$ cat src/rtl/alu_pkg.sv
// alu_pkg
// Shared definitions for the ALU command scheduler: ALU opcode encodings,
// the scheduler state enum and the fixed latencies of the multi-cycle ALU
// operations.
package alu_pkg;

  // Single-cycle ALU operations.
  localparam logic [3:0] OP_ADD  = 4'b0000;
  localparam logic [3:0] OP_SUB  = 4'b0001;
  localparam logic [3:0] OP_AND  = 4'b0010;
  localparam logic [3:0] OP_OR   = 4'b0011;
  localparam logic [3:0] OP_XOR  = 4'b0100;
  localparam logic [3:0] OP_NAND = 4'b0101;
  localparam logic [3:0] OP_NOR  = 4'b0110;
  localparam logic [3:0] OP_XNOR = 4'b0111;

  // Multi-cycle ALU operations. Anything above OP_DIV is illegal.
  localparam logic [3:0] OP_MUL  = 4'b1000;
  localparam logic [3:0] OP_DIV  = 4'b1001;

  // Cycles from the alu_start strobe to alu_result_valid for the
  // multi-cycle operations.
  localparam int MUL_LAT = 5;
  localparam int DIV_LAT = 9;

  typedef enum logic [2:0] {
    IDLE,
    ISSUE,
    WAIT,
    CAPTURE,
    RESP
  } sched_state_t;

endpackage

$ cat src/rtl/alu_cmd_fifo.sv
// alu_cmd_fifo
// Synchronous FIFO holding pending ALU commands.
// Ports:
//   clk, rst      clock, synchronous active-high reset (empties the FIFO)
//   push, wdata   write request and data; ignored while full
//   pop, rdata    read request and head-of-queue data; ignored while empty
//   full, empty   occupancy flags derived from the registered count
// DEPTH must be a power of two (>= 2) so the pointers wrap naturally.
module alu_cmd_fifo #(
  parameter int WIDTH = 36,
  parameter int DEPTH = 4
) (
  input  logic             clk,
  input  logic             rst,
  input  logic             push,
  input  logic [WIDTH-1:0] wdata,
  input  logic             pop,
  output logic [WIDTH-1:0] rdata,
  output logic             full,
  output logic             empty
);

  localparam int AW   = $clog2(DEPTH);
  localparam int CNTW = AW + 1;

  logic [WIDTH-1:0] mem [DEPTH];
  logic [AW-1:0]    wr_ptr;
  logic [AW-1:0]    rd_ptr;
  logic [CNTW-1:0]  count;
  logic             do_push;
  logic             do_pop;

  assign full    = (count == CNTW'(DEPTH));
  assign empty   = (count == '0);
  assign do_push = push && !full;
  assign do_pop  = pop && !empty;
  assign rdata   = mem[rd_ptr];

  // Storage needs no reset; only the pointers and count define validity.
  always_ff @(posedge clk) begin
    if (do_push) begin
      mem[wr_ptr] <= wdata;
    end
  end

  // A simultaneous push and pop leaves the count unchanged.
  always_ff @(posedge clk) begin
    if (rst) begin
      wr_ptr <= '0;
      rd_ptr <= '0;
      count  <= '0;
    end else begin
      if (do_push) begin
        wr_ptr <= wr_ptr + AW'(1);
      end
      if (do_pop) begin
        rd_ptr <= rd_ptr + AW'(1);
      end
      if (do_push && !do_pop) begin
        count <= count + CNTW'(1);
      end else if (do_pop && !do_push) begin
        count <= count - CNTW'(1);
      end
    end
  end

endmodule

$ cat src/rtl/alu_cmd_sched.sv
// alu_cmd_sched
// Queues ALU commands and issues them one at a time, in order, to an ALU in
// a switchable power domain, returning one response per command.
// Ports:
//   clk, rst                      clock, synchronous active-high reset
//   cmd_valid/cmd_ready           command handshake; cmd_opcode, cmd_a, cmd_b
//   rsp_valid/rsp_ready           response handshake; rsp_data, rsp_err
//   alu_pwr_en                    ALU power-domain enable
//   alu_start, alu_opcode/a/b     request to the ALU
//   alu_result, alu_result_valid  ALU completion
//   alu_busy                      ALU still running a multi-cycle op
module alu_cmd_sched #(
  parameter int DEPTH   = 4,
  parameter int TIMEOUT = 15
) (
  input  logic        clk,
  input  logic        rst,
  input  logic        cmd_valid,
  output logic        cmd_ready,
  input  logic [3:0]  cmd_opcode,
  input  logic [15:0] cmd_a,
  input  logic [15:0] cmd_b,
  output logic        rsp_valid,
  input  logic        rsp_ready,
  output logic [15:0] rsp_data,
  output logic        rsp_err,
  input  logic        alu_pwr_en,
  output logic        alu_start,
  output logic [3:0]  alu_opcode,
  output logic [15:0] alu_a,
  output logic [15:0] alu_b,
  input  logic [15:0] alu_result,
  input  logic        alu_result_valid,
  input  logic        alu_busy
);

  import alu_pkg::*;

  localparam int CW = $clog2(TIMEOUT + 1);

  sched_state_t  state;
  sched_state_t  next_state;
  logic          fifo_full;
  logic          fifo_empty;
  logic [35:0]   fifo_rdata;
  logic          push;
  logic          pop;
  logic          head_illegal;
  logic          abort;
  logic [3:0]    op_q;
  logic [15:0]   a_q;
  logic [15:0]   b_q;
  logic [CW-1:0] wait_cnt;

  // Held low during reset so nothing is accepted into a FIFO being cleared.
  assign cmd_ready    = !fifo_full && !rst;
  assign push         = cmd_valid && cmd_ready;
  assign head_illegal = (fifo_rdata[35:32] > OP_DIV);
  assign rsp_valid    = (state == RESP);
  assign alu_opcode   = op_q;
  assign alu_a        = a_q;
  assign alu_b        = b_q;

  alu_cmd_fifo #(
    .WIDTH (36),
    .DEPTH (DEPTH)
  ) u_fifo (
    .clk   (clk),
    .rst   (rst),
    .push  (push),
    .wdata ({cmd_opcode, cmd_a, cmd_b}),
    .pop   (pop),
    .rdata (fifo_rdata),
    .full  (fifo_full),
    .empty (fifo_empty)
  );

  // Next-state logic. alu_start is also qualified in ISSUE so that a power
  // drop or a busy ALU in that cycle stalls the issue instead of starting.
  always_comb begin
    next_state = state;
    pop        = 1'b0;
    alu_start  = 1'b0;
    abort      = 1'b0;
    case (state)
      IDLE: begin
        if (!fifo_empty && alu_pwr_en && !alu_busy) begin
          pop        = 1'b1;
          next_state = head_illegal ? RESP : ISSUE;
        end
      end
      ISSUE: begin
        if (alu_pwr_en && !alu_busy) begin
          alu_start  = 1'b1;
          next_state = alu_result_valid ? CAPTURE : WAIT;
        end
      end
      WAIT: begin
        if (alu_result_valid) begin
          next_state = CAPTURE;
        end else if (!alu_pwr_en || (wait_cnt == CW'(TIMEOUT))) begin
          abort      = 1'b1;
          next_state = RESP;
        end
      end
      CAPTURE: next_state = RESP;
      RESP: begin
        if (rsp_ready) begin
          next_state = IDLE;
        end
      end
      default: next_state = IDLE;
    endcase
  end

  // State, operand, wait-counter and response registers. Errors (illegal
  // opcode, timeout, power loss) all report data 0 with the error flag set.
  always_ff @(posedge clk) begin
    if (rst) begin
      state    <= IDLE;
      op_q     <= '0;
      a_q      <= '0;
      b_q      <= '0;
      wait_cnt <= '0;
      rsp_data <= '0;
      rsp_err  <= 1'b0;
    end else begin
      state <= next_state;
      if (pop) begin
        op_q <= fifo_rdata[35:32];
        a_q  <= fifo_rdata[31:16];
        b_q  <= fifo_rdata[15:0];
        if (head_illegal) begin
          rsp_data <= '0;
          rsp_err  <= 1'b1;
        end
      end
      if (state == ISSUE) begin
        wait_cnt <= '0;
      end else if (state == WAIT) begin
        wait_cnt <= wait_cnt + CW'(1);
      end
      if (abort) begin
        rsp_data <= '0;
        rsp_err  <= 1'b1;
      end
      if (state == CAPTURE) begin
        rsp_data <= alu_result;
        rsp_err  <= 1'b0;
      end
    end
  end

endmodule

$ cat config.mk
export PLATFORM = sky130hd
export DESIGN_NAME = alu_cmd_sched
export DESIGN_NICKNAME = d
export VERILOG_FILES = /design/src/rtl/alu_pkg.sv /design/src/rtl/alu_cmd_fifo.sv /design/src/rtl/alu_cmd_sched.sv
export SDC_FILE = /design/constraint.sdc
export NUM_CORES = 1
export LEC_CHECK = 0
export ABC_CLOCK_PERIOD_IN_PS = 6800
export BUFFER_PORTS_ARGS = -buffer_cell sky130_fd_sc_hd__buf_2
export CAP_MARGIN = 15
export CORE_MARGIN = 3
export CORE_UTILIZATION = 50
export DETAILED_ROUTE_END_ITERATION = 6
export PLACE_DENSITY = 0.71
export SETUP_SLACK_MARGIN = 0.1
export SLEW_MARGIN = 20
export SYNTH_ARGS = -nofsm -noshare
export SYNTH_HDL_FRONTEND = slang
export SYNTH_SLANG_ARGS = --single-unit
$ cat constraint.sdc
create_clock -name clk -period 6.8 [get_ports clk]
set_input_delay 0 -clock clk [delete_from_list [all_inputs] [get_ports clk]]
set_output_delay 0 -clock clk [all_outputs]
set_load 0.01 [all_outputs]
# Word-level counts from Yosys, hierarchy flattened
# Memories as Yosys holds them, arrays and structs flattened. A register that Yosys moved wholly into a read port is not among the register bits.
# Cells that the tools add are included.
[op_classes]
n_addsub = 5
magnitude_cmp = 1
n_eq_ne = 10
mux = 28
reduce_logical = 29
[ops]
columns = ["op", "count"]
rows = [
  ["two-way mux 16 bit", 4],
  ["two-way mux 3 bit", 8],
  ["one-hot mux 3 bit (5 select lines)", 1],
  ["two-way mux 1 bit", 13],
  ["logical AND 1 bit", 9],
  ["zero test 1 bit", 7],
  ["equality test 3 x 2 -> 1 bit, second input constant", 2],
  ["equality test 3 bit, second input constant", 2],
  ["zero test 3 bit", 2],
  ["nonzero test 2 bit", 3],
  ["nonzero test 3 bit", 2],
  ["adder 2 x 1 -> 2 bit, second input constant", 2],
  ["adder 4 x 1 -> 4 bit, second input constant", 1],
  ["equality test 4 bit, second input constant", 1],
  ["greater-than comparator 4 bit, second input constant", 1],
  ["two-way mux 2 bit", 2],
  ["!= test 2 bit, second input constant", 2],
  ["AND reduction 2 bit", 2],
  ["AND reduction 4 bit", 1],
  ["OR reduction 2 bit", 2],
  ["adder 3 x 1 -> 3 bit, second input constant", 1],
  ["equality test 3 x 1 -> 1 bit, second input constant", 1],
  ["!= test 3 bit, second input constant", 1],
  ["subtractor 3 x 1 -> 3 bit, second input constant", 1],
  ["2 further kinds", 2],
]
[word_totals]
register_bits = 67
ram_bits = 144
inputBits = 59
out_inout_bits = 56
elab_cells = 84
mem_count = 1
[memory_table]
columns = ["memory", "depth", "width", "read_ports", "rd_ports_with_merged_regs", "wr", "line_no", "text"]
rows = [
  ["u_fifo.mem", 4, 36, 1, 1, 1, "alu_cmd_fifo.sv:26", "logic [WIDTH-1:0] mem [DEPTH];"],
]

# Logic depth before layout (Yosys ltp)
# Gate-level depths: netlist of the first run.
[logic_depth]
depth_word = 10
depth_mapped = 11
depth_no_buf = 9

# Modules after synthesis
# Synthesis of the first run repeated with hierarchy kept, for this count alone.
[hier_totals]
hier_cells = 502
area_unflattened_um2 = 7988.9
[modules_own_cells]
columns = ["module", "n_inst", "cells_each", "area_per_inst_um2", "seq_area_each_um2"]
rows = [
  ["alu_cmd_fifo", 1, 236, 5696.7, 4504.3],
  ["alu_cmd_sched", 1, 266, 2292.2, 1201.2],
]

# Least setup slack after synthesis of the first run
# OpenSTA, ideal clock, no wires.
[synth_timing]
kind = "reg2reg"
start = "reg u_fifo.count[0]"
end = "reg u_fifo.count[2]"
arrival_time_ns = 2.625
setup_slack_ns = 4.104
path_stages_with_launch = 12
path_buffers = 2
cell_sequence = "dfxtp_1 or3_1 and3_1 clkbuf_1 inv_2 clkbuf_1 ha_1 inv_1 fa_1 xor2_1 or3_1 a21oi_1"
[synth_via]
elab_chain_cells = 10
word_cells_on_any_way = 21
classes_between = "add/sub (2); eq/ne (1); mux (4); reduce/logical (14)"
[synth_lines]
columns = ["item", "line_no", "text"]
rows = [
  ["start: declaration", "alu_cmd_fifo.sv:29", "logic [CNTW-1:0] count;"],
  ["start signal: assignment", "alu_cmd_fifo.sv:60", "count <= count + CNTW'(1);"],
  ["start signal: assignment", "alu_cmd_fifo.sv:62", "count <= count - CNTW'(1);"],
  ["zero test 3 bit", "alu_cmd_fifo.sv:34", "assign empty = (count == '0);"],
  ["zero test 1 bit", "alu_cmd_fifo.sv:36, alu_cmd_sched.sv:87", ""],
  ["logical AND 1 bit (2 in a row)", "alu_cmd_sched.sv:87", "if (!fifo_empty && alu_pwr_en && !alu_busy) begin"],
  ["two-way mux 1 bit", "alu_cmd_sched.sv:87", ""],
  ["two-way mux 1 bit", "alu_cmd_sched.sv:85", "case (state)"],
  ["logical AND 1 bit", "alu_cmd_fifo.sv:36", "assign do_pop = pop && !empty;"],
  ["zero test 1 bit", "alu_cmd_fifo.sv:59", "if (do_push && !do_pop) begin"],
  ["logical AND 1 bit", "alu_cmd_fifo.sv:59", ""],
  ["two-way mux 3 bit or nonzero test 2 bit (tied branches)", "--", ""],
]
# Parallel ways exist; a longest one is shown, timed or not. The select of a mux whose other input is x is not followed.
# A chain may end at the register's enable or synchronous reset.

# Worst setup path after layout of the first run
[layout_timing]
start = "reg state[0]"
end = "reg u_fifo.count[2]"
[layout_via]
elab_chain_cells = 6
word_cells_on_any_way = 8
classes_between = "mux (2); reduce/logical (6)"
[layout_lines]
columns = ["item", "line_no", "text"]
rows = [
  ["start: declaration", "alu_cmd_sched.sv:41", "sched_state_t state;"],
  ["start signal: assignment", "alu_cmd_sched.sv:128", "state <= next_state;"],
  ["zero test 3 bit *", "alu_cmd_sched.sv:85", ""],
  ["two-way mux 1 bit *", "alu_cmd_sched.sv:85", ""],
  ["logical AND 1 bit *", "alu_cmd_fifo.sv:36", ""],
  ["zero test 1 bit", "alu_cmd_fifo.sv:59", ""],
  ["logical AND 1 bit", "alu_cmd_fifo.sv:59", ""],
  ["two-way mux 3 bit or nonzero test 2 bit (tied branches)", "--", ""],
]
# Mark *: on every way between the ends. The rest lies on a longest branch, timed or not.

==> results.md, run 1 <==
* Initial core utilization at 0.5155
* Height of the chip at 131.7 microns
* Sequential-to-total area share from yosys stat at 0.7227
* Number of buffers added by the clock tree synthesis step at 22
* Flop and latch count out of synthesis at 213
* Post-Synthesis Cells at between 500 and 600
* Iteration-0 DRC Markers at ~320
* Crit Path Max Fanout at 39
* Number of maximum-capacitance constraint violations at 0
* CTS resizes at 0
* Setup repair after global routing missed its margin: no
* Number of enable-type register cells in the synthesized netlist at around 140
* Result of the run: completed
* Final worst-path cycle share at 0.5129
* CTS tree: built
* Layout Nets at 739
* Ys async rst share at 0
* Core occupancy in the finished layout at 0.6477
* Count of yosys warnings during synthesis at 0
* Total of buffers placed on input and output ports at ~110
* Max transition margin at 0.3254
* HPWL after detailed placement at 8978 microns
* Maximum clock frequency at ~0.29 GHz
* Required @ worst endpoint at 7.21 ns
* IR Drop Worst-Case VDD at 0.1820 mV
* Pin count of the biggest net entering global routing at 55
* IO Count at 115
* Hold Fails Final Rpt at 0
* Slew of the pin with the lowest slew margin at 1.012 ns
* Most used cells in the layout excluding fill and tap cells: 144 x sky130_fd_sc_hd__edfxtp_1, 114 x sky130_fd_sc_hd__buf_2, 75 x sky130_fd_sc_hd__nand2_1
* H-tree levels at 1
* Area of the placeable core at 15310 sq um
* Clock latency of the later-clocked register in the worst-skew pair at 0.50 ns
* Fin Setup TNS at 0 ns
* Number of pins exceeding their max-slew limit in the final report at 0
* Clock Skews at 0.01586 ns
* Clock Tree Buf Depth at 3
* Fraction of layout instances using a drive strength above 1 at 0.2874
* DRT antenna net count at 0
* Worst Path Class, Setup: flip-flop to flip-flop
* Master cell of the clock root buffer: sky130_fd_sc_hd__clkbuf_16
* Overflow left after global routing at 0
* Number of optimization iterations in the first detailed-route pass at 4
* Final worst-path setup slack at 3.312 ns
* Post-placement setup slack at 3.315 ns
* Number of antenna violations at the first check in global routing at 0
* DRC violation count after routing at 0
* Data arrival time of the critical path at 3.90 ns
* Row count at 45
* # diodes at 0
* Total number of clock tree sinks at 213
* Fin cells at 900
* Via count of the first global-routing pass at 5002
* Die area at approximately 17000 sq um
* Leakage power at 3.588 nW
* Kind of start point of the critical path: flip-flop
* Hold/Removal Path Class: input pin to flip-flop
* Avg Synthesized Cell Area at 15.70 sq um
* Number of instances in the placed design at 804
* Mapped Area at between 7000 and 8000 sq um
* P per Cell Area at 327.7 nW/um^2
* Main flop type after synthesis: sky130_fd_sc_hd__edfxtp_1
* GRT Resource Usage Total at 0.1813
* Area growth from synthesis to final layout at 25.64%
* DRT Wirelength at 15680 microns
* Fin crit period at 3.488 ns
* Clock transition at the registers of the reported paths at 0.06 ns
* Number of vias per cell at ~5.3
* Count of unique library cells instantiated by Yosys at between 40 and 50
* Nets in the synthesized netlist at 569
* Most common cell after layout, fill and taps aside: sky130_fd_sc_hd__edfxtp_1
* Global placement routability congestion at about 0.76
* Critical Path Sink Type: flip-flop
* DIE WIDTH at 131.7 microns
* Wire length per cell after detailed routing at about 17 microns
* Setup violators final at 0
* Number of vias in the routed layout at roughly 4800
* Global-route wire length before repair at 25560 microns
cell usage after synthesis (all sizes together), types with 2 or more instances:
cell type / count / area (sq um)
nand3: 3 / 15.01
a21oi: 48 / 240.2
a31oi: 2 / 12.51
nor3b: 2 / 15.01
o21ai: 7 / 35.03
buf: 10 / 61.30
edfxtp: 144 / 4324
dfxtp: 69 / 1381
mux4: 36 / 810.8
a22o: 16 / 140.1
and2: 6 / 37.54
nor4: 2 / 12.51
nand2: 75 / 281.5
a2bb2oi: 4 / 35.03
ha: 6 / 75.07
clkbuf: 18 / 67.56
xor2: 2 / 17.52
or3: 4 / 25.02
inv: 9 / 33.78
a211oi: 3 / 35.03
nor2: 11 / 41.29
nor3: 7 / 35.03
xnor2: 2 / 17.52
per-stage QoR:
| stage | instance area (sq um) | hold slack (ns) | total power [W] |
|---|---|---|---|
| after floorplan | 7895 | 0.09887 | 0.001931 |
| after global placement | 8640 | 0.2106 | 0.002056 |
| after detailed placement | 8640 | 0.2177 | 0.002082 |
| after CTS | 9920 | 0.001481 | 0.003279 |
| after global routing | 9920 | 0.03225 | 0.003395 |
| final | 9920 | 0.02552 | 0.003251 |
kinds of logic (layout without fill, tap and decap cells):
kind of cell | after synthesis | count (layout) | synth area share
compound gates | 88 | 88 | 0.07084
xor+xnor | 4 | 4 | 0.004438
flops | 213 | 213 | 0.7227
simple gates | 117 | 117 | 0.06545
mux | 37 | 37 | 0.1040
buf+inv | 37 | 223 | 0.02060
fa+ha+maj | 7 | 7 | 0.01204
critical path, stage by stage (launching register included):
cell and delay, ns:
sky130_fd_sc_hd__dfxtp_1 0.70, sky130_fd_sc_hd__nor3_1 0.20, sky130_fd_sc_hd__and3_2 0.25, sky130_fd_sc_hd__buf_4 0.27
sky130_fd_sc_hd__inv_2 0.59, sky130_fd_sc_hd__ha_1 0.30, sky130_fd_sc_hd__inv_1 0.06, sky130_fd_sc_hd__fa_1 0.37
sky130_fd_sc_hd__xor2_1 0.17, sky130_fd_sc_hd__or3_1 0.32, sky130_fd_sc_hd__a21oi_1 0.16
state kept, by name, indices dropped and copies added, names as in the netlist, named ones only:
name / count
alu_opcode: 4
rsp_err: 1
alu_a: 16
state: 3
u_fifo.mem: 144
wait_cnt: 4
rsp_data: 16
u_fifo.count: 3
u_fifo.wr_ptr: 2
u_fifo.rd_ptr: 2
alu_b: 16
final cells by class:
cell class	count	area [sq um]
inverter	9	33.78
clock inverter	8	101.3
timing repair buffer	174	1161
multi-input combinational	253	2033
sequential	213	5708
tap	211	264.0
fill	1122	5395
clock buffer	32	618.1
where the power goes:
part / internal (W) / switching (W)
registers: 0.00149 / 0.0000769
clock network: 0.000709 / 0.000466
logic: 0.000242 / 0.000265
per-layer routing:
layer,up-vias,GRT usage,part of all wire
li1,2252,-,-
met1,2342,0.2323,0.42
met2,141,0.3129,0.51
met3,18,0.04364,0.058
met4,0,0.04667,0.014
met5,-,0,0
path summary, 6_finish.rpt:
kind / endpoint / slack, ns / start / depth (start not counted)
hold reg to reg: rsp_err / 0.45 / rsp_err / 2
setup reg to reg: u_fifo.count[2] / 3.31 / state[0] / 10
hold / removal: state[1] / 0.03 / alu_pwr_en / 4
setup / recovery: u_fifo.count[2] / 3.31 / state[0] / 10
what timing repair did:
action	in CTS	in global routing
hold endpoints to repair	164	0
hold buffers	56	0
endpoints found under the setup margin	0	0
setup buffers	0	0
Note: power is estimated with default switching activity, not from simulation.
==> run 2, diff against run 1 <==
--- a/config.mk
+++ b/config.mk
@@ -5,13 +5,13 @@
 export SDC_FILE = /design/constraint.sdc
 export NUM_CORES = 1
 export LEC_CHECK = 0
-export ABC_CLOCK_PERIOD_IN_PS = 6800
+export ABC_CLOCK_PERIOD_IN_PS = 3100
 export BUFFER_PORTS_ARGS = -buffer_cell sky130_fd_sc_hd__buf_2
 export CAP_MARGIN = 15
 export CORE_MARGIN = 3
 export CORE_UTILIZATION = 50
 export DETAILED_ROUTE_END_ITERATION = 6
-export PLACE_DENSITY = 0.71
+export PLACE_DENSITY = 0.74
 export SETUP_SLACK_MARGIN = 0.1
 export SLEW_MARGIN = 20
 export SYNTH_ARGS = -nofsm -noshare
==> constraint.sdc (replaced) <==
create_clock -name clk -period 3.1 [get_ports clk]
set_input_delay 0 -clock clk [delete_from_list [all_inputs] [get_ports clk]]
set_output_delay 0 -clock clk [all_outputs]
set_load 0.01 [all_outputs]
==> results.md, run 2 (synthesis results as in run 1) <==
* Result of the run: completed (unchanged)
* Worst flop-to-flop path startpoint: state[2] (was state[0])
* Storage element area at 5708 sq um (unchanged)
* Hold EP: alu_opcode[3] (was state[1])
* P per Cell Area at 726.9 nW/um^2 (was 327.7 nW/um^2)
* Overflow left after global routing at 0 (unchanged)
* Number of vias per cell at 5.435 (was 5.281)
* H-tree levels at 1 (unchanged)
* Slew of the pin with the lowest slew margin at 0.6536 ns (was 1.012 ns)
* # diodes at 0 (unchanged)
* CTS resizes at 0 (unchanged)
* Kind of start point of the critical path: flip-flop (unchanged)
* Most common cell after layout, fill and taps aside: sky130_fd_sc_hd__edfxtp_1 (unchanged)
* IO Count at 115 (unchanged)
* Height of the chip at 131.7 microns (unchanged)
* Setup violators final at 0 (unchanged)
* Leakage power at 3.661 nW (was 3.588 nW)
* Layout Nets at 750 (was 739)
* Master cell of the clock root buffer: sky130_fd_sc_hd__clkbuf_16 (unchanged)
* Pin count of the biggest net entering global routing at 54 (was 55)
* Setup slack, reg-to-reg at 0.70 ns (was 3.31 ns)
* Destination of the worst register-to-register timing path: u_fifo.count[2] (unchanged)
* Global placement routability congestion at 0.8192 (was 0.7571)
* Number of vias in the routed layout at 4951 (was 4753)
* Required @ worst endpoint at 3.51 ns (was 7.21 ns)
* Wire length per cell after detailed routing at 18.74 microns (was 17.43 microns)
* Worst Path Class, Setup: flip-flop to flip-flop (unchanged)
* Fin Setup TNS at 0 ns (unchanged)
* Total Power Consumption at 0.007311 W (was 0.003251 W)
* Max layer used: met4 (unchanged)
* Layout fillers at 1103 (was 1122)
* DIE WIDTH at 131.7 microns (unchanged)
* Die area at 17330 sq um (unchanged)
* HPWL after detailed placement at 10000 microns (was 8978 microns)
* Clock Skews at 0.006277 ns (was 0.01586 ns)
* Flip-flop count of the largest register, all copies and words added at 144 (unchanged)
* Data arrival time of the critical path at 2.82 ns (was 3.90 ns)
* Hold path cells at 5 (was 4)
* Crit Path Max Fanout at 15 (was 39)
* Row count at 45 (unchanged)
* Total of buffers placed on input and output ports at 114 (unchanged)
* Met2 WL at 8870 microns (was 7951 microns)
* Clock transition at the registers of the reported paths at 0.06 ns (about the same)
* Number of instances in the placed design at 815 (was 804)
* Setup repair after global routing missed its margin: no (unchanged)
* Global-route wire length before repair at 27210 microns (was 25560 microns)
* Number of buffers added by the clock tree synthesis step at 22 (unchanged)
* DRT Wirelength at 17070 microns (was 15680 microns)
* Fin cells at 911 (was 900)
* Most used cells in the layout excluding fill and tap cells: 144 x sky130_fd_sc_hd__edfxtp_1, 114 x sky130_fd_sc_hd__buf_2, 75 x sky130_fd_sc_hd__nand2_1 (unchanged)
* Clock latency of the later-clocked register in the worst-skew pair at 0.48 ns (was 0.50 ns)
* Number of buffers inserted to repair setup after CTS at 0 (unchanged)
* Post-route design area at 10060 sq um (was 9920 sq um)
* Hold/Removal Path Class: input pin to flip-flop (unchanged)
* Area of the placeable core at 15310 sq um (unchanged)
* IR Drop Worst-Case VDD at 0.3813 mV (was 0.1820 mV)
* Total number of clock tree sinks at 213 (unchanged)
* Critical Path Sink Type: flip-flop (unchanged)
* Routed wl met3 at 1108 microns (was 908 microns)
* Clock Tree Buf Depth at 3 (unchanged)
* Register with the highest flop count: u_fifo.mem (unchanged)
* Number of antenna violations at the first check in global routing at 0 (unchanged)
* Final worst-path cycle share at 0.7757 (was 0.5129)
* Iteration-0 DRC Markers at 256 (was 318)
* Area occupied by multi-input gates at 2033 sq um (unchanged)
* GRT Resource Usage Total at 0.1946 (was 0.1813)
* Number of optimization iterations in the first detailed-route pass at 5 (was 4)
* Number of pins exceeding their max-slew limit in the final report at 0 (unchanged)
* Maximum clock frequency at 0.4159 GHz (was 0.2867 GHz)
* Met1 layer wirelength in the final routing at 6748 microns (was 6597 microns)
* Hold Fails Final Rpt at 0 (unchanged)
* Area growth from synthesis to final layout at 27.40% (was 25.64%)
* CTS tree: built (unchanged)
* DRT antenna net count at 0 (unchanged)
* DRC violation count after routing at 0 (unchanged)
* Fraction of layout instances using a drive strength above 1 at 0.2957 (was 0.2874)
* Post-CTS Hold Buffers at 56 (unchanged)
* Initial core utilization at 0.5155 (unchanged)
* Post-Place Cell Area at 8747 sq um (was 8640 sq um)
* Fin crit period at 2.405 ns (was 3.488 ns)
* Via count of the first global-routing pass at 5191 (was 5002)
* Worst reg2reg path depth at 9 (was 10)
* Max transition margin at 0.5629 (was 0.3254)
* Number of maximum-capacitance constraint violations at 0 (unchanged)
* Min-Delay Startpoint: alu_busy (was alu_pwr_en)
## run 2: cell types whose count changed in the layout (fill, tap and decap cells not counted)
cell                        previous run  this run
sky130_fd_sc_hd__clkinv_8              1         0
sky130_fd_sc_hd__clkbuf_16            22        23
sky130_fd_sc_hd__clkinv_2              5         2
sky130_fd_sc_hd__bufinv_16             2         3
sky130_fd_sc_hd__buf_12                0         2
sky130_fd_sc_hd__clkinv_1              0         2
sky130_fd_sc_hd__buf_4                 4        13
## run 2: metrics by stage
| stage | setup slack (ns) | utilization | hold WS (ns) |
|---|---|---|---|
| after floorplan | 0.4045 | - | 0.09887 |
| after global placement | 0.8522 | 0.5712 | 0.2112 |
| after detailed placement | 0.7376 | 0.5712 | 0.2188 |
| after CTS | 0.7210 | 0.6568 | 0.01079 |
| after global routing | 0.4992 | 0.6568 | 0.03888 |
| final | 0.6953 | 0.6568 | 0.03706 |
## run 2: cell type report
type	count	area share
clock buffers	33	0.06394
clock inverters	7	0.01070
inverters	9	0.003359
multi-input cells	253	0.2021
flip-flops and latches	213	0.5675
well taps	211	0.02625
repair buffers	185	0.1261
## run 2: how the worst max path moves through the flow
stage | cells after the start | end | start | slack (ns)
2_1_floorplan | 11 | u_fifo.count[2] | u_fifo.count[0] | 0.40
3_3_place_gp | 9 | u_fifo.count[2] | u_fifo.count[0] | 0.85
3_5_place_dp | 9 | u_fifo.count[2] | state[2] | 0.74
4_1_cts | 9 | u_fifo.count[2] | state[2] | 0.72
5_1_grt | 9 | u_fifo.count[2] | state[2] | 0.50
6_report | 9 | u_fifo.count[2] | state[2] | 0.70
## run 2: worst max-delay path: stages, from the launching register on
cell	delay [ns]
sky130_fd_sc_hd__dfxtp_1	0.61
sky130_fd_sc_hd__nor3_1	0.17
sky130_fd_sc_hd__and3_2	0.27
sky130_fd_sc_hd__inv_2	0.06
sky130_fd_sc_hd__ha_1	0.18
sky130_fd_sc_hd__inv_1	0.06
sky130_fd_sc_hd__fa_1	0.37
sky130_fd_sc_hd__xor2_1	0.16
sky130_fd_sc_hd__or3_1	0.32
sky130_fd_sc_hd__a21oi_1	0.14
## run 2: report_power, final
part / switching, W / internal, W
Combinational: 0.000671 / 0.000560
Clock: 0.00100 / 0.00168
Sequential: 0.000129 / 0.00327
Total: 0.00180 / 0.00551
## run 2: per-layer routing
| layer | vias to the layer above | GRT usage |
|---|---|---|
| li1 | 2271 | - |
| met1 | 2457 | 0.2452 |
| met2 | 185 | 0.3421 |
| met3 | 38 | 0.03675 |
| met4 | 0 | 0.06126 |
| met5 | - | 0 |
==> run 3, diff against run 2 <==
--- a/config.mk
+++ b/config.mk
@@ -5,7 +5,7 @@
 export SDC_FILE = /design/constraint.sdc
 export NUM_CORES = 1
 export LEC_CHECK = 0
-export ABC_CLOCK_PERIOD_IN_PS = 3100
+export ABC_CLOCK_PERIOD_IN_PS = 2200
 export BUFFER_PORTS_ARGS = -buffer_cell sky130_fd_sc_hd__buf_2
 export CAP_MARGIN = 15
 export CORE_MARGIN = 3
==> constraint.sdc (replaced) <==
create_clock -name clk -period 2.2 [get_ports clk]
set_input_delay 0 -clock clk [delete_from_list [all_inputs] [get_ports clk]]
set_output_delay 0 -clock clk [all_outputs]
set_load 0.01 [all_outputs]
==> results.md, run 3 (synthesis results as in run 1) <==
* DIE WIDTH at 131.7 microns (unchanged)
* Number of antenna violations at the first check in global routing at 0 (unchanged)
* Maximum clock frequency at 0.4640 GHz (was 0.4159 GHz)
* Register with the highest flop count: u_fifo.mem (unchanged)
* Met2 WL at 8773 microns (was 8870 microns)
* Area occupied by multi-input gates at 2071 sq um (was 2033 sq um)
* Largest stage delay on the critical path at 0.39 ns (was 0.61 ns)
* Worst reg2reg path depth at 9 (unchanged)
* Clock Tree Buf Depth at 3 (unchanged)
* Result of the run: completed (unchanged)
* IO Count at 115 (unchanged)
* Cell type group with the largest total delay on the critical path: simple AND/OR/NAND/NOR gates (unchanged)
* Wire length per cell after detailed routing at 17.95 microns (was 18.74 microns)
* Layout Nets at 759 (was 750)
* Worst-path cell with the longest stage delay: sky130_fd_sc_hd__or3_4 (was sky130_fd_sc_hd__dfxtp_1)
* Clock latency of the later-clocked register in the worst-skew pair at 0.51 ns (was 0.48 ns)
* Worst flop-to-flop path startpoint: u_fifo.count[2] (was state[2])
* Setup repair after global routing missed its margin: yes (was no)
* Total of buffers placed on input and output ports at 114 (unchanged)
* Clock Skews at 0.01623 ns (was 0.006277 ns)
* Initial core utilization at 0.5155 (unchanged)
* Max layer used: met4 (unchanged)
* Global placement routability congestion at 0.8096 (was 0.8192)
* Global-route wire length before repair at 26980 microns (was 27210 microns)
* Slew of the pin with the lowest slew margin at 0.6329 ns (was 0.6536 ns)
* Overflow left after global routing at 0 (unchanged)
* Pin count of the biggest net entering global routing at 54 (unchanged)
* Critical Path Sink Type: flip-flop (unchanged)
* Flip-flop count of the largest register, all copies and words added at 144 (unchanged)
* Setup slack, reg-to-reg at 0.04 ns (was 0.70 ns)
* CTS tree: built (unchanged)
* Buf+Inv Stages, Crit Path at 2 (unchanged)
* GRT Resource Usage Total at 0.1924 (was 0.1946)
* # diodes at 0 (unchanged)
* Area growth from synthesis to final layout at 29.67% (was 27.40%)
* Required @ worst endpoint at 2.62 ns (was 3.51 ns)
* Storage element area at 5710 sq um (was 5708 sq um)
* End point of the critical path: u_fifo.count[2] (unchanged)
* Final worst hold slack at 0.02331 ns (was 0.03706 ns)
* Startpoint of the worst setup timing path: u_fifo.count[2] (was state[2])
* DRT antenna net count at 0 (unchanged)
* Height of the chip at 131.7 microns (unchanged)
* Critical-path cell list: or3_4, and3_4, inv_4, ha_4, inv_1, fa_2, xor2_1, or3_1, a21oi_2 (was nor3_1, and3_2, inv_2, ha_1, inv_1, fa_1, xor2_1, or3_1, a21oi_1)
* H-tree levels at 1 (unchanged)
* Number of optimization iterations in the first detailed-route pass at 4 (was 5)
* IR Drop Worst-Case VDD at 0.8364 mV (was 0.3813 mV)
* Via count of the first global-routing pass at 5225 (was 5191)
* Met1 layer wirelength in the final routing at 6492 microns (was 6748 microns)
* Final worst-path cycle share at 0.9796 (was 0.7757)
* Fin crit period at 2.155 ns (was 2.405 ns)
* Number of pins exceeding their max-slew limit in the final report at 0 (unchanged)
* Most common cell after layout, fill and taps aside: sky130_fd_sc_hd__edfxtp_1 (unchanged)
* Core occupancy in the finished layout at 0.6685 (was 0.6568)
* Crit Path Max Fanout at 6 (was 15)
* Leakage power at 3.741 nW (was 3.661 nW)
* Routed wl met3 at 976 microns (was 1108 microns)
* Total number of clock tree sinks at 213 (unchanged)
* Destination of the worst register-to-register timing path: u_fifo.count[2] (unchanged)
* Master cell of the clock root buffer: sky130_fd_sc_hd__clkbuf_16 (unchanged)
* Hold/Removal Path Class: input pin to flip-flop (unchanged)
* Max transition margin at 0.5781 (was 0.5629)
* DRC violation count after routing at 0 (unchanged)
* Hold Fails Final Rpt at 0 (unchanged)
* Die area at 17330 sq um (unchanged)
* Kind of start point of the critical path: flip-flop (unchanged)
* Area of the placeable core at 15310 sq um (unchanged)
* HPWL after detailed placement at 10010 microns (was 10000 microns)
* Row count at 45 (unchanged)
* Layout fillers at 1070 (was 1103)
* P per Cell Area at 1021 nW/um^2 (was 726.9 nW/um^2)
* Number of buffers added by the clock tree synthesis step at 23 (was 22)
* Data arrival time of the critical path at 2.58 ns (was 2.82 ns)
* DRT Wirelength at 16530 microns (was 17070 microns)
* Fraction of layout instances using a drive strength above 1 at 0.3239 (was 0.2957)
* Most used cells in the layout excluding fill and tap cells: 144 x sky130_fd_sc_hd__edfxtp_1, 114 x sky130_fd_sc_hd__buf_2, 75 x sky130_fd_sc_hd__nand2_1 (unchanged)
* Worst Path Class, Setup: flip-flop to flip-flop (unchanged)
* Iteration-0 DRC Markers at 322 (was 256)
* Clock transition at the registers of the reported paths at 0.06 ns (about the same)
* Number of stages on the worst setup path at 9 (unchanged)
* Number of vias in the routed layout at 4917 (was 4951)
* Number of maximum-capacitance constraint violations at 0 (unchanged)
* Setup violators final at 0 (unchanged)
* Number of vias per cell at 5.339 (was 5.435)
==> run 3: cell type report <==
type | count | area share
flip-flops and latches | 213 | 0.5578
inverters | 9 | 0.003544
clock buffers | 34 | 0.06844
repair buffers | 193 | 0.1335
well taps | 211 | 0.02579
multi-input cells | 253 | 0.2023
clock inverters | 8 | 0.008678
==> run 3: worst min-delay path: stages <==
cell and delay, ns:
sky130_fd_sc_hd__buf_2 0.09, sky130_fd_sc_hd__nor2b_1 0.06, sky130_fd_sc_hd__and4_4 0.16, sky130_fd_sc_hd__a21oi_1 0.11
sky130_fd_sc_hd__nor2_1 0.05
==> run 3: per-stage QoR <==
| step | total power [W] | TNS [ns] | area (sq um) | setup WS (ns) | cells |
|---|---|---|---|---|---|
| after floorplan | 0.006017 | -0.1074 | 7945 | -0.1074 | 503 |
| after global routing | 0.01092 | -0.02912 | 10240 | -0.02912 | 921 |
| after global placement | 0.006497 | 0 | 8855 | 0.08061 | 822 |
| after CTS | 0.01055 | 0 | 10230 | 0.05533 | 921 |
| after detailed placement | 0.006573 | 0 | 8855 | 0.02662 | 822 |
| final | 0.01045 | 0 | 10240 | 0.04496 | 921 |
==> run 3: how the worst min path moves through the flow <==
stage             start                to  slack (ns)  depth (start not counted)
2_1_floorplan  cmd_b[0]  u_fifo.mem[0][0]         0.1                          0
3_3_place_gp   cmd_b[0]  u_fifo.mem[2][0]        0.21                          1
3_5_place_dp   cmd_b[1]  u_fifo.mem[1][1]        0.22                          1
4_1_cts        alu_busy     alu_opcode[3]       0.007                          5
5_1_grt        alu_busy     alu_opcode[3]        0.05                          5
6_report       alu_busy     alu_opcode[3]        0.02                          5
==> run 3: per-layer routing <==
layer	vias up	GRT usage
met3	29	0.03828
met4	0	0.05076
met2	158	0.3527
met1	2439	0.2322
met5	-	0
li1	2291	-
==> run 3: power breakdown <==
part           switching (W)  internal [W]  total (W)  leakage [nW]
clock network        0.00151       0.00235    0.00386         0.391
registers           0.000146       0.00461    0.00476          1.87
logic               0.000964      0.000869    0.00183          1.48
total                0.00262       0.00783     0.0105          3.74
==> run 3: repair_timing <==
item                                    4_1_cts  5_1_grt
gates resized for setup                       2        1
buffers inserted                              1        0
hold buffers                                 56        0
endpoints found under the setup margin       17        2
pin swaps                                     1        0
cloned                                        0        0
hold endpoints to repair                    164        0
